`config.mk`:
```
export PLATFORM = sky130hd
export DESIGN_NAME = rtc_set_controller
export DESIGN_NICKNAME = d
export VERILOG_FILES = /design/src/rtl/rtc_set_controller.sv
export SDC_FILE = /design/constraint.sdc
export NUM_CORES = 1
export LEC_CHECK = 0
export CAP_MARGIN = 10
export CORE_ASPECT_RATIO = 1.5
export CORE_MARGIN = 2
export CORE_UTILIZATION = 48
export CTS_CLUSTER_SIZE = 16
export DETAILED_ROUTE_END_ITERATION = 7
export GPL_TIMING_DRIVEN = 0
export PLACE_DENSITY = 0.7
export SLEW_MARGIN = 20
export SYNTH_ARGS = -nofsm -noshare
export SYNTH_HDL_FRONTEND = slang
export SYNTH_SLANG_ARGS = --single-unit
```
`constraint.sdc`:
```
create_clock -name clk50M -period 2.1 [get_ports clk50M]
set_input_delay 0.42 -clock clk50M [delete_from_list [all_inputs] [get_ports clk50M]]
set_output_delay 0.42 -clock clk50M [all_outputs]
set_load 0.01 [all_outputs]
```
`src/rtl/rtc_set_controller.sv`:
```
// Time-set sequencer for the HH:MM:SS RTC: button debounce, switch sync,
// field-select FSM, inc/dec strobes with auto-repeat, and set-mode blink.
module rtc_set_controller #(
  parameter int unsigned DEBOUNCE_DIV = 49999,
  parameter int unsigned DEBOUNCE_LEN = 8,
  parameter int unsigned REPEAT_DELAY = 500,
  parameter int unsigned REPEAT_RATE  = 100,
  parameter int unsigned BLINK_DIV    = 12499999
) (
  input  logic       clk50M,
  input  logic       reset,
  input  logic       man_switch,
  input  logic [2:0] push_button,
  output logic       run_en,
  output logic [1:0] field_sel,
  output logic       inc_pulse,
  output logic       dec_pulse,
  output logic       prescale_clr,
  output logic       blink,
  output logic [2:0] btn_level
);

  localparam int unsigned TW = (DEBOUNCE_DIV > 0) ? $clog2(DEBOUNCE_DIV + 1) : 1;
  localparam int unsigned RW = (REPEAT_DELAY > 1) ? $clog2(REPEAT_DELAY + 1) : 1;
  localparam int unsigned BW = (BLINK_DIV > 0) ? $clog2(BLINK_DIV + 1) : 1;
  localparam int unsigned BTN_UP  = 0;
  localparam int unsigned BTN_DN  = 1;
  localparam int unsigned BTN_SEL = 2;

  typedef enum logic [1:0] {
    ST_RUN    = 2'd0,
    ST_SET_HH = 2'd1,
    ST_SET_MM = 2'd2,
    ST_SET_SS = 2'd3
  } state_e;

  // input conditioning
  logic [2:0]                   btn_meta_q, btn_sync_q;
  logic                         sw_meta_q, sw_sync_q;
  logic [TW-1:0]                tick_cnt_q, tick_cnt_d;
  logic                         tick_c;
  logic [2:0][DEBOUNCE_LEN-1:0] shift_q, shift_d;
  logic [2:0]                   level_q, level_d;
  logic [2:0]                   level_prev_q;
  logic [2:0]                   press_c;

  // control
  state_e        state_q, state_d;
  logic          lock_q, lock_d, lock_c, hold_one_c;
  logic [RW-1:0] rpt_cnt_q, rpt_cnt_d;
  logic [RW:0]   rpt_inc_c;
  logic          rpt_phase_q, rpt_phase_d;
  logic [BW-1:0] blink_cnt_q, blink_cnt_d;
  logic          blink_q, blink_d;
  logic          run_en_q, run_en_d;
  logic [1:0]    field_sel_q, field_sel_d;
  logic          inc_q, inc_d, dec_q, dec_d, clr_q, clr_d;

  assign run_en       = run_en_q;
  assign field_sel    = field_sel_q;
  assign inc_pulse    = inc_q;
  assign dec_pulse    = dec_q;
  assign prescale_clr = clr_q;
  assign blink        = blink_q;
  assign btn_level    = level_q;

  // Synchronizers, sample tick and debounce registers
  always_ff @(posedge clk50M) begin
    if (reset) begin
      btn_meta_q   <= '1;
      btn_sync_q   <= '1;
      sw_meta_q    <= 1'b0;
      sw_sync_q    <= 1'b0;
      tick_cnt_q   <= '0;
      shift_q      <= '1;
      level_q      <= '0;
      level_prev_q <= '0;
    end else begin
      btn_meta_q   <= push_button;
      btn_sync_q   <= btn_meta_q;
      sw_meta_q    <= man_switch;
      sw_sync_q    <= sw_meta_q;
      tick_cnt_q   <= tick_cnt_d;
      shift_q      <= shift_d;
      level_q      <= level_d;
      level_prev_q <= level_q;
    end
  end

  assign tick_c     = (tick_cnt_q == TW'(DEBOUNCE_DIV));
  assign tick_cnt_d = tick_c ? '0 : tick_cnt_q + TW'(1);
  assign press_c    = level_q & ~level_prev_q;

  // Buttons are active-low: a full run of 0s means pressed, of 1s released
  always_comb begin
    shift_d = shift_q;
    level_d = level_q;
    for (int i = 0; i < 3; i++) begin
      if (tick_c) begin
        shift_d[i] = {shift_q[i][DEBOUNCE_LEN-2:0], btn_sync_q[i]};
      end
      if (shift_d[i] == '0) begin
        level_d[i] = 1'b1;
      end else if (&shift_d[i]) begin
        level_d[i] = 1'b0;
      end
    end
  end

  // Field-select FSM; a switch drop outranks a select press
  always_comb begin
    state_d = state_q;
    case (state_q)
      ST_RUN:    if (sw_sync_q) state_d = ST_SET_HH;
      ST_SET_HH: if (!sw_sync_q) state_d = ST_RUN;
                 else if (press_c[BTN_SEL]) state_d = ST_SET_MM;
      ST_SET_MM: if (!sw_sync_q) state_d = ST_RUN;
                 else if (press_c[BTN_SEL]) state_d = ST_SET_SS;
      ST_SET_SS: if (!sw_sync_q) state_d = ST_RUN;
                 else if (press_c[BTN_SEL]) state_d = ST_SET_HH;
      default:   state_d = ST_RUN;
    endcase
  end

  // Strobes and auto-repeat; only in a SET state that is not changing this cycle
  always_comb begin
    inc_d       = 1'b0;
    dec_d       = 1'b0;
    rpt_cnt_d   = '0;
    rpt_phase_d = 1'b0;
    rpt_inc_c   = '0;
    lock_c      = lock_q | (level_q[BTN_UP] & level_q[BTN_DN]);
    lock_d      = lock_c & (level_q[BTN_UP] | level_q[BTN_DN]);
    hold_one_c  = level_q[BTN_UP] ^ level_q[BTN_DN];
    if ((state_q != ST_RUN) && (state_d == state_q) && !lock_c) begin
      if (press_c[BTN_UP] | press_c[BTN_DN]) begin
        inc_d = press_c[BTN_UP];
        dec_d = press_c[BTN_DN];
      end else if (hold_one_c) begin
        rpt_cnt_d   = rpt_cnt_q;
        rpt_phase_d = rpt_phase_q;
        if (tick_c) begin
          rpt_inc_c = {1'b0, rpt_cnt_q} + (RW+1)'(1);
          if ((!rpt_phase_q && (rpt_inc_c == (RW+1)'(REPEAT_DELAY))) ||
              ( rpt_phase_q && (rpt_inc_c == (RW+1)'(REPEAT_RATE)))) begin
            inc_d       = level_q[BTN_UP];
            dec_d       = level_q[BTN_DN];
            rpt_cnt_d   = '0;
            rpt_phase_d = 1'b1;
          end else begin
            rpt_cnt_d = rpt_inc_c[RW-1:0];
          end
        end
      end
    end
  end

  // Blink restarts dark on every state or field change
  always_comb begin
    blink_cnt_d = '0;
    blink_d     = 1'b0;
    if ((state_q != ST_RUN) && (state_d == state_q)) begin
      if (blink_cnt_q == BW'(BLINK_DIV)) begin
        blink_d = ~blink_q;
      end else begin
        blink_cnt_d = blink_cnt_q + BW'(1);
        blink_d     = blink_q;
      end
    end
  end

  always_comb begin
    run_en_d    = (state_d == ST_RUN);
    field_sel_d = 2'(state_d);
    clr_d       = (state_q != ST_RUN) && (state_d == ST_RUN);
  end

  always_ff @(posedge clk50M) begin
    if (reset) begin
      state_q     <= ST_RUN;
      lock_q      <= 1'b0;
      rpt_cnt_q   <= '0;
      rpt_phase_q <= 1'b0;
      blink_cnt_q <= '0;
      blink_q     <= 1'b0;
      run_en_q    <= 1'b1;
      field_sel_q <= 2'd0;
      inc_q       <= 1'b0;
      dec_q       <= 1'b0;
      clr_q       <= 1'b0;
    end else begin
      state_q     <= state_d;
      lock_q      <= lock_d;
      rpt_cnt_q   <= rpt_cnt_d;
      rpt_phase_q <= rpt_phase_d;
      blink_cnt_q <= blink_cnt_d;
      blink_q     <= blink_d;
      run_en_q    <= run_en_d;
      field_sel_q <= field_sel_d;
      inc_q       <= inc_d;
      dec_q       <= dec_d;
      clr_q       <= clr_d;
    end
  end

endmodule

```
==> results of run 1 <==
==> layout make-up <==
type                       count  area [um2]
inverter                       6       22.52
buffer                        16       102.6
multi-input combinational    331        2011
sequential                    96        1922
fill                         763        3695
clock buffer                  14       274.0
timing repair buffer          15       150.1
tap                          107       133.9
==> flip-flops by register name, summed over array words and instances (netlist names) <==
| register | flops |
|---|---|
| blink | 1 |
| blink_cnt_q | 24 |
| btn_level | 3 |
| btn_meta_q | 3 |
| btn_sync_q | 3 |
| dec_pulse | 1 |
| field_sel | 2 |
| inc_pulse | 1 |
| level_prev_q | 3 |
| lock_q | 1 |
| prescale_clr | 1 |
| rpt_cnt_q | 9 |
| rpt_phase_q | 1 |
| run_en | 1 |
| shift_q | 24 |
| sw_meta_q | 1 |
| sw_sync_q | 1 |
| tick_cnt_q | 16 |
==> cell families (layout without fill, tap and decap cells) <==
kind of cell | Yosys count | after routing | share of synthesized area [%]
simple gates | 259 | 259 | 34.58
buf+inv | 23 | 51 | 3.177
xor+xnor | 44 | 44 | 9.500
fa+ha+maj | 5 | 5 | 1.542
mux | 2 | 2 | 0.4935
compound gates | 21 | 21 | 3.331
flops | 96 | 96 | 47.38
==> how the worst max path moves through the flow <==
| stage | from | endpoint | slack, ns | depth (start not counted) |
|---|---|---|---|---|
| 2_1_floorplan | tick_cnt_q[0]$_SDFF_PP0_ | btn_level[1]$_SDFFE_PP0P_ | 0.33 | 8 |
| 3_3_place_gp | reset | rpt_cnt_q[6]$_SDFFE_PP0N_ | -0.23 | 6 |
| 3_5_place_dp | reset | rpt_cnt_q[6]$_SDFFE_PP0N_ | -0.25 | 6 |
| 4_1_cts | tick_cnt_q[0]$_SDFF_PP0_ | shift_q[16]$_SDFF_PP1_ | 0.05 | 8 |
| 5_1_grt | tick_cnt_q[0]$_SDFF_PP0_ | shift_q[19]$_SDFF_PP1_ | 0.009 | 7 |
| 6_report | tick_cnt_q[0]$_SDFF_PP0_ | shift_q[16]$_SDFF_PP1_ | 0.19 | 7 |
==> cells in the final DEF, fill, tap and decap left out, types with 6 or more instances in the layout <==
cell	count
dfxtp_1	96
clkbuf_1	8
xor2_1	28
nand3b_1	22
nand2b_1	7
nor2_1	71
nand4_1	19
nand2_1	61
nor3_1	11
or2_2	8
and3_1	10
xnor2_1	16
clkbuf_16	9
inv_1	6
clkdlybuf4s50_1	15
nand3_1	21
==> stage by stage <==
step | hold slack [ns] | setup TNS (ns) | std cells
after floorplan | 0.3895 | 0 | 450
after global placement | 0.3911 | -3.734 | 572
after detailed placement | 0.3954 | -4.097 | 572
after CTS | 0.4100 | 0 | 586
after global routing | 0.4316 | 0 | 585
final | 0.4082 | 0 | 585
==> per-layer routing <==
metal / track usage [%] / up-vias / wire length [um] / share of wire (%)
li1: - / 1584 / - / -
met1: 20.62 / 1449 / 3421 / 46
met4: 8.506 / 0 / 85 / 1.1
met2: 29.72 / 42 / 3691 / 50
met3: 4.173 / 5 / 215 / 2.9
met5: 0 / - / 0 / 0
==> power breakdown <==
group	internal, mW	switching, mW	total [mW]
clock network	0.888	0.630	1.52
logic	0.0307	0.0257	0.0563
registers	1.83	0.00722	1.84
total	2.75	0.663	3.42
==> worst register-to-register path: stages, from the launching register on <==
cell,delay [ns]
dfxtp_1,0.36
ha_1,0.19
and3_1,0.32
nand4_2,0.26
buf_6,0.23
clkbuf_1,0.23
nand2_1,0.13
nand3b_1,0.08
==> run summary, run 1 <==
Rel. slew slack = 68.72%
Register area share after synthesis = 47.38%
Max-slew violations = 0
Main area contributors after synthesis = dfxtp_1 47%, nor2_1 6.6%, xor2_1 6.0%
Max VDD drop = 0.5076 mV
Post-DP HPWL = 5171 um
Worst endpoint data arrival time = 2.13 ns
P&R area growth vs syn = 13.79%
Yosys top cell area share = 47.38%
HP Class = flop to flop
Final worst slack = 0.1902 ns
Worst-Skew Late Latency = 0.34 ns
Post-synth top area cell = dfxtp_1
Syn nets = 461
Number of synthesized flops with an enable pin = 0
Share of cells above drive strength 1 = 8.787%
Inserted Clock Buffers = 9
Hold-fix buffers, CTS = 0
R2R Path End = shift_q[16]$_SDFF_PP1_
Startpoint of the worst hold path = btn_meta_q[1]$_SDFF_PP1_
Max Clock Freq = 523.6 MHz
Ys Warns = 0
Slowest stage cell, crit path = dfxtp_1
Hold EP = btn_sync_q[1]$_SDFF_PP1_
Pwr Density = 740.0 mW/mm2
Die W = 79.06 um
Worst slew pin tran = 0.4692 ns
Post-route minimum period = 1.910 ns
Yosys cell types = 48
RSZ-0062 raised after global routing = no
Flop2flop setup slack = 0.19 ns
DRC Markers = 0
Status = complete, no violations
Post_cts resized = 1
DRT iter0 DRCs = 119
Element type at the critical path end = flop
Routed wire length = 7414 um
Vias per Instance = 5.265
Commonest cells in the netlist = 96 x dfxtp_1, 71 x nor2_1, 61 x nand2_1
Skew final = 0.006353 ns
Routability Congestion = 0.8006
Aggregate global-route resource usage = 17.47%
# IOs = 16
Cells after synthesis = 450
Starting Density = 48.81%
Vias in the first global route = 2,831
CP Launch Type = flop
#FFs+latches synth = 96
Leading register cell type out of synthesis = dfxtp_1
Tcrit/Tclk final = 90.94%
Mapped Avg Cell Area = 9.014 um2
Hold depth = 1
Pre-CTS setup slack = -0.2471 ns
Worst R2R Start = tick_cnt_q[0]$_SDFF_PP0_
Clock sinks = 96
Ys async rst share = 0%
Pwr Total = 3.415 mW
Placed Area = 0.004340 mm2
Max cap viols = 0
Die height = 116.6 um
Fin util = 55.54%
Worst path top cell family by delay = simple AND/OR/NAND/NOR gates
Global route overflow = 0
Routed Antenna Nets = 0
Setup CP Type = flop to flop
Leak = 1.727 nW
# nets final = 486
Largest net degree at the start of global routing = 14
CTS max path bufs = 2
Number of port buffers = 15
Buf+Inv Stages, Crit Path = 2
Detailed Routing Iterations Pass 1 = 4
Initial antenna violation count = 0
Synthesized area = 0.004056 mm2
Routed vias = 3,080
Critical-path cell list = ha_1 > and3_1 > nand4_2 > buf_6 > clkbuf_1 > nand2_1 > nand3b_1
FP Rows = 41
R2R depth = 7
Setup Buffers After CTS = 0
Top-count cell post-synth = dfxtp_1
CP max stage delay = 0.36 ns
Setup Viol. Count Final = 0
Clk pin slew, worst setup/hold paths = 0.06 ns
Fin area = 0.004616 mm2
Max Fanout on Critical Path = 10
Data required, critical path = 2.32 ns
Core area = 0.008310 mm2
First-pass GRT wire length = 12,680 um
Diodes inserted = 0
Die area = 0.009218 mm2
Drt wl/cell = 12.67 um
H-tree Lvls = 3
CTS tree = built
Hold Fails Final Rpt = 0
Root Driver = clkbuf_16
(Power assumes the default switching activity.)
==> inputs of run 2 (changes only) <==
Settings changed: CORE_ASPECT_RATIO 1.5 to 1.1.
==> run 2 against run 1 <==
  * Flip-flop and latch count is the same
  * Design area decreased by 0.62%
  * Core utilization down 0.12 points
  * Cell count increased by 0.68%
  * Combinational power is essentially flat
  * Routed wire length shrank 1.2%
  * Sequential share of layout area is 0.26 points higher
  * Worst setup slack improved by 0.015 ns
  * Fmax rose by 0.81%
  * Clock power decreased by 7%
  * Worst hold slack gained 0.0054 ns
  * Critical path type unchanged
  * Critical endpoint is now btn_level[1]$_SDFFE_PP0P_
==> run summary, run 2 (synthesized netlist as in run 1, its figures left out) <==
Pwr Total = 3.302 mW
Max VDD drop = 0.3533 mV
Clock sinks = 96
DRC Markers = 0
Flop2flop setup slack = 0.21 ns
Post-route minimum period = 1.894 ns
Fin area = 0.004587 mm2
Drt wl/cell = 12.43 um
Inserted Clock Buffers = 9
Worst-Skew Late Latency = 0.36 ns
Aggregate global-route resource usage = 17.71%
HP Class = flop to flop
Clock Power Share = 42.6%
Skew final = 0.01084 ns
Pwr Density = 719.8 mW/mm2
H-tree Lvls = 3
Total negative setup slack = 0 ns
Max Fanout on Critical Path = 10
Global route overflow = 0
Status = complete, no violations
Setup CP Type = flop to flop
CP Launch Type = flop
DRT iter0 DRCs = 76
Clk pin slew, worst setup/hold paths = 0.09 ns
Placed Area = 0.004345 mm2
Placed cells = 576
Hold Fails Final Rpt = 0
CTS max path bufs = 2
Data required, critical path = 2.38 ns
Detailed Routing Iterations Pass 1 = 4
Routed vias = 3,104
Diodes inserted = 0
Commonest non-fill, non-tap cell in the layout = dfxtp_1
Starting Density = 49.01%
Max-slew violations = 0
Number of port buffers = 15
NetSw = 0.6573 mW
Worst slew pin tran = 0.5159 ns
Core area = 0.008277 mm2
P&R area growth vs syn = 13.08%
# IOs = 16
Largest regs = blink_cnt_q (24), shift_q (24), tick_cnt_q (16)
Routability Congestion = 0.7904
Final worst slack = 0.2056 ns
Fillers = 730
Rel. slew slack = 65.53%
First-pass GRT wire length = 13,190 um
FP Rows = 35
Element type at the critical path end = flop
Vias per Instance = 5.270
Max cap viols = 0
Max Clock Freq = 527.9 MHz
Die area = 0.009203 mm2
Most frequent cells in the layout = 96 x dfxtp_1, 71 x nor2_1, 61 x nand2_1, 28 x xor2_1, 22 x nand3b_1
Worst endpoint data arrival time = 2.17 ns
Final hold slack = 0.4136 ns
Finished Layout Cells = 589
Leak = 1.693 nW
Pre-CTS setup slack = -0.3000 ns
Int Pwr = 2.644 mW
Sw frac = 19.91%
# nets final = 486
Post-DP HPWL = 5309 um
Root Driver = clkbuf_8
Routed wire length = 7323 um
Vias in the first global route = 2,916
Share of cells above drive strength 1 = 9.414%
Fin util = 55.42%
Routed Antenna Nets = 0
Reg power frac = 55.7%
Comb power frac = 1.7%
Tcrit/Tclk final = 90.21%
RSZ-0062 raised after global routing = no
Largest net degree at the start of global routing = 16
Die height = 100.4 um
Setup Viol. Count Final = 0
Die W = 91.65 um
Initial antenna violation count = 0
Hold-fix buffers, CTS = 0
CTS tree = built
-- run 2: cell count changes in the layout (fill, tap and decap cells not counted) --
cell / before / now
nand4_4: 0 / 1
bufinv_16: 0 / 3
clkbuf_16: 9 / 0
inv_6: 0 / 1
nand4_2: 1 / 0
and3_2: 0 / 1
clkbuf_8: 3 / 9
and3_1: 10 / 9
clkinvlp_4: 0 / 1
clkbuf_1: 8 / 6
-- run 2: final timing paths --
| kind | startpoint | to | cells past startpoint |
|---|---|---|---|
| setup / recovery | tick_cnt_q[4]$_SDFF_PP0_ | btn_level[1]$_SDFFE_PP0P_ | 6 |
| hold / removal | btn_meta_q[2]$_SDFF_PP1_ | btn_sync_q[2]$_SDFF_PP1_ | 1 |
| setup reg to reg | tick_cnt_q[4]$_SDFF_PP0_ | btn_level[1]$_SDFFE_PP0P_ | 6 |
| hold reg to reg | btn_meta_q[2]$_SDFF_PP1_ | btn_sync_q[2]$_SDFF_PP1_ | 1 |
-- run 2: power by group through the flow --
stage	clock, mW	combinational, mW	sequential (mW)
final	1.41	0.0565	1.84
after global placement	0	0.0565	1.88
after CTS	1.43	0.0579	1.84
after detailed placement	0	0.0576	1.88
after global routing	1.51	0.0633	1.84
after floorplan	0	0.0342	1.88
-- run 2: per-layer routing --
layer / GRT usage [%] / part of all wire (%) / vias to the layer above
met3: 3.679 / 2.1 / 7
met1: 21.87 / 49 / 1486
met5: 0 / 0 / -
met4: 8.042 / 1.3 / 0
met2: 29.81 / 48 / 30
li1: - / - / 1581
-- run 2: area by class of cell --
cell class / instances / area [um2] / share of cell area, %
Tap cell: 111 / 138.9 / 3.028
Buffer: 16 / 102.6 / 2.237
Clock inverter: 5 / 106.4 / 2.319
Sequential cell: 96 / 1922 / 41.90
Inverter: 6 / 22.52 / 0.4910
Clock buffer: 9 / 123.9 / 2.700
Timing Repair Buffer: 15 / 150.1 / 3.273
Multi-Input combinational cell: 331 / 2021 / 44.05
-- run 2: timing repair --
item,CTS,global route
gates resized for setup,1,2
cloned,0,0
setup endpoints to repair,8,35
pin swaps,0,0
setup buffers,0,0
-- run 2: critical path, stage by stage (launching register included) --
cell	delay (ns)
dfxtp_1	0.38
nor4bb_2	0.45
and4_4	0.32
buf_6	0.15
mux2i_1	0.24
a31oi_1	0.07
a211oi_1	0.21
==> inputs of run 3 (changes only) <==
Settings changed: CORE_UTILIZATION 48 to 60, PLACE_DENSITY 0.7 to 0.84.
==> run 3 against run 2 <==
  * Design area down 1.5%
  * Worst setup slack improved by 0.017 ns
  * Total power shrank 5.1%
  * Global-route usage is 4.4 points higher
  * Sequential share of layout area grew 0.64 points
  * First-iteration DRC count grew 59%
  * Flip-flop and latch count did not move
  * Core utilization increased by 14 points
==> run summary, run 3 (synthesized netlist as in run 1, its figures left out) <==
Status = complete, no violations
Routed Antenna Nets = 0
Area of the multi-input gates = 0.002012 mm2
Detailed Routing Iterations Pass 1 = 6
Initial antenna violation count = 0
Critical-path cell list = nor4bb_2 > nand4_2 > buf_6 > clkbuf_1 > nand2_1 > nand3b_1
Setup Buffers After CTS = 0
H-tree Lvls = 3
Number of port buffers = 15
Global route overflow = 0
Largest net degree at the start of global routing = 15
Placed Area = 0.004309 mm2
Fillers = 491
Worst-Skew Late Latency = 0.36 ns
Total negative setup slack = 0 ns
NetSw = 0.6267 mW
Die W = 82.40 um
Diodes inserted = 0
Die height = 90.24 um
Max Clock Freq = 532.6 MHz
Reg power frac = 58.7%
Worst slew pin tran = 0.4688 ns
RSZ-0062 raised after global routing = no
Sw frac = 20.01%
Most frequent cells in the layout = 96 x dfxtp_1, 71 x nor2_1, 61 x nand2_1, 28 x xor2_1, 22 x nand3b_1
Post-DP HPWL = 5270 um
Routability Congestion = 0.7975
Comb power frac = 1.8%
HP Class = flop to flop
Clock Power Share = 39.5%
Die area = 0.007435 mm2
Storage cell area = 0.001922 mm2
Setup CP Type = flop to flop
Worst endpoint data arrival time = 2.12 ns
Fin area = 0.004518 mm2
Post-route minimum period = 1.877 ns
Pwr Total = 3.132 mW
Vias per Instance = 5.595
Skew final = 0.01029 ns
Fin util = 68.93%
Leak = 1.693 nW
Max cap viols = 0
FP Rows = 31
Pwr Density = 693.2 mW/mm2
Starting Density = 61.88%
Largest regs = blink_cnt_q (24), shift_q (24), tick_cnt_q (16)
Routed vias = 3,139
Int Pwr = 2.505 mW
Max Fanout on Critical Path = 10
Commonest non-fill, non-tap cell in the layout = dfxtp_1
# IOs = 16
Max VDD drop = 0.3949 mV
Drt wl/cell = 13.37 um
Routed wire length = 7499 um
Slowest stage cell, crit path = nor4bb_2
CTS max path bufs = 2
Element type at the critical path end = flop
Aggregate global-route resource usage = 22.12%
First-pass GRT wire length = 12,960 um
Setup Viol. Count Final = 0
Inserted Clock Buffers = 9
Clock sinks = 96
Root Driver = clkbuf_8
Rel. slew slack = 68.68%
Core area = 0.006555 mm2
DRT iter0 DRCs = 121
Clk pin slew, worst setup/hold paths = 0.08 ns
Hold Fails Final Rpt = 0
DRC Markers = 0
CP max stage delay = 0.39 ns
Data required, critical path = 2.34 ns
Tcrit/Tclk final = 89.40%
# nets final = 486
P&R area growth vs syn = 11.38%
CTS tree = built
CP Launch Type = flop
Max-slew violations = 0
Vias in the first global route = 2,998
Share of cells above drive strength 1 = 9.395%
## run 3: critical path, delay by kind of cell, from the launching register on
| family | cells | cell delay, ns |
|---|---|---|
| buffers and inverters | 2 | 0.47 |
| flip-flops | 1 | 0.38 |
| AND/OR/NAND/NOR | 4 | 0.91 |
## run 3: power groups by stage
stage	Clock [mW]	Combinational (mW)	Sequential (mW)
6_report	1.24	0.0563	1.84
5_1_grt	1.34	0.0627	1.84
4_1_cts	1.26	0.0568	1.84
3_5_place_dp	0	0.0566	1.88
3_3_place_gp	0	0.0551	1.88
2_1_floorplan	0	0.0342	1.88
## run 3: path summary, 6_finish.rpt
| path | from | endpoint | slack, ns | cells after the start |
|---|---|---|---|---|
| setup / recovery | tick_cnt_q[4]$_SDFF_PP0_ | shift_q[15]$_SDFF_PP1_ | 0.22 | 6 |
| hold / removal | btn_meta_q[1]$_SDFF_PP1_ | btn_sync_q[1]$_SDFF_PP1_ | 0.41 | 1 |
| setup reg to reg | tick_cnt_q[4]$_SDFF_PP0_ | shift_q[15]$_SDFF_PP1_ | 0.22 | 6 |
| hold reg to reg | btn_meta_q[1]$_SDFF_PP1_ | btn_sync_q[1]$_SDFF_PP1_ | 0.41 | 1 |
## run 3: layout make-up
cell class	instances	share of cell area, %
clock buffers	13	3.739
flip-flops and latches	96	42.54
repair buffers	15	3.323
clock inverters	2	0.8308
well taps	82	2.271
plain buffers	16	2.271
multi-input cells	331	44.53
inverters	6	0.4985
## run 3: layer usage
layer	routed length, um	part of all wire [%]	up-vias	global-route usage [%]
met5	0	0	-	0
met4	168	2.2	0	9.444
met3	327	4.4	24	5.924
met2	3594	48	83	36.09
met1	3408	45	1454	26.85
li1	-	-	1578	-
## run 3: stage by stage
step	cells	setup slack (ns)	hold WS, ns
final	561	0.2225	0.4144
after detailed placement	547	-0.2509	0.3940
after global placement	547	-0.1832	0.3913
after floorplan	450	0.3289	0.3895
after global routing	561	0.05121	0.4305
after CTS	562	0.04124	0.4135
## run 3: timing repair
action	in CTS	in global routing
gates resized for setup	1	1
pin swaps	0	0
hold buffers	0	0
cloned	0	0
setup endpoints to repair	7	33
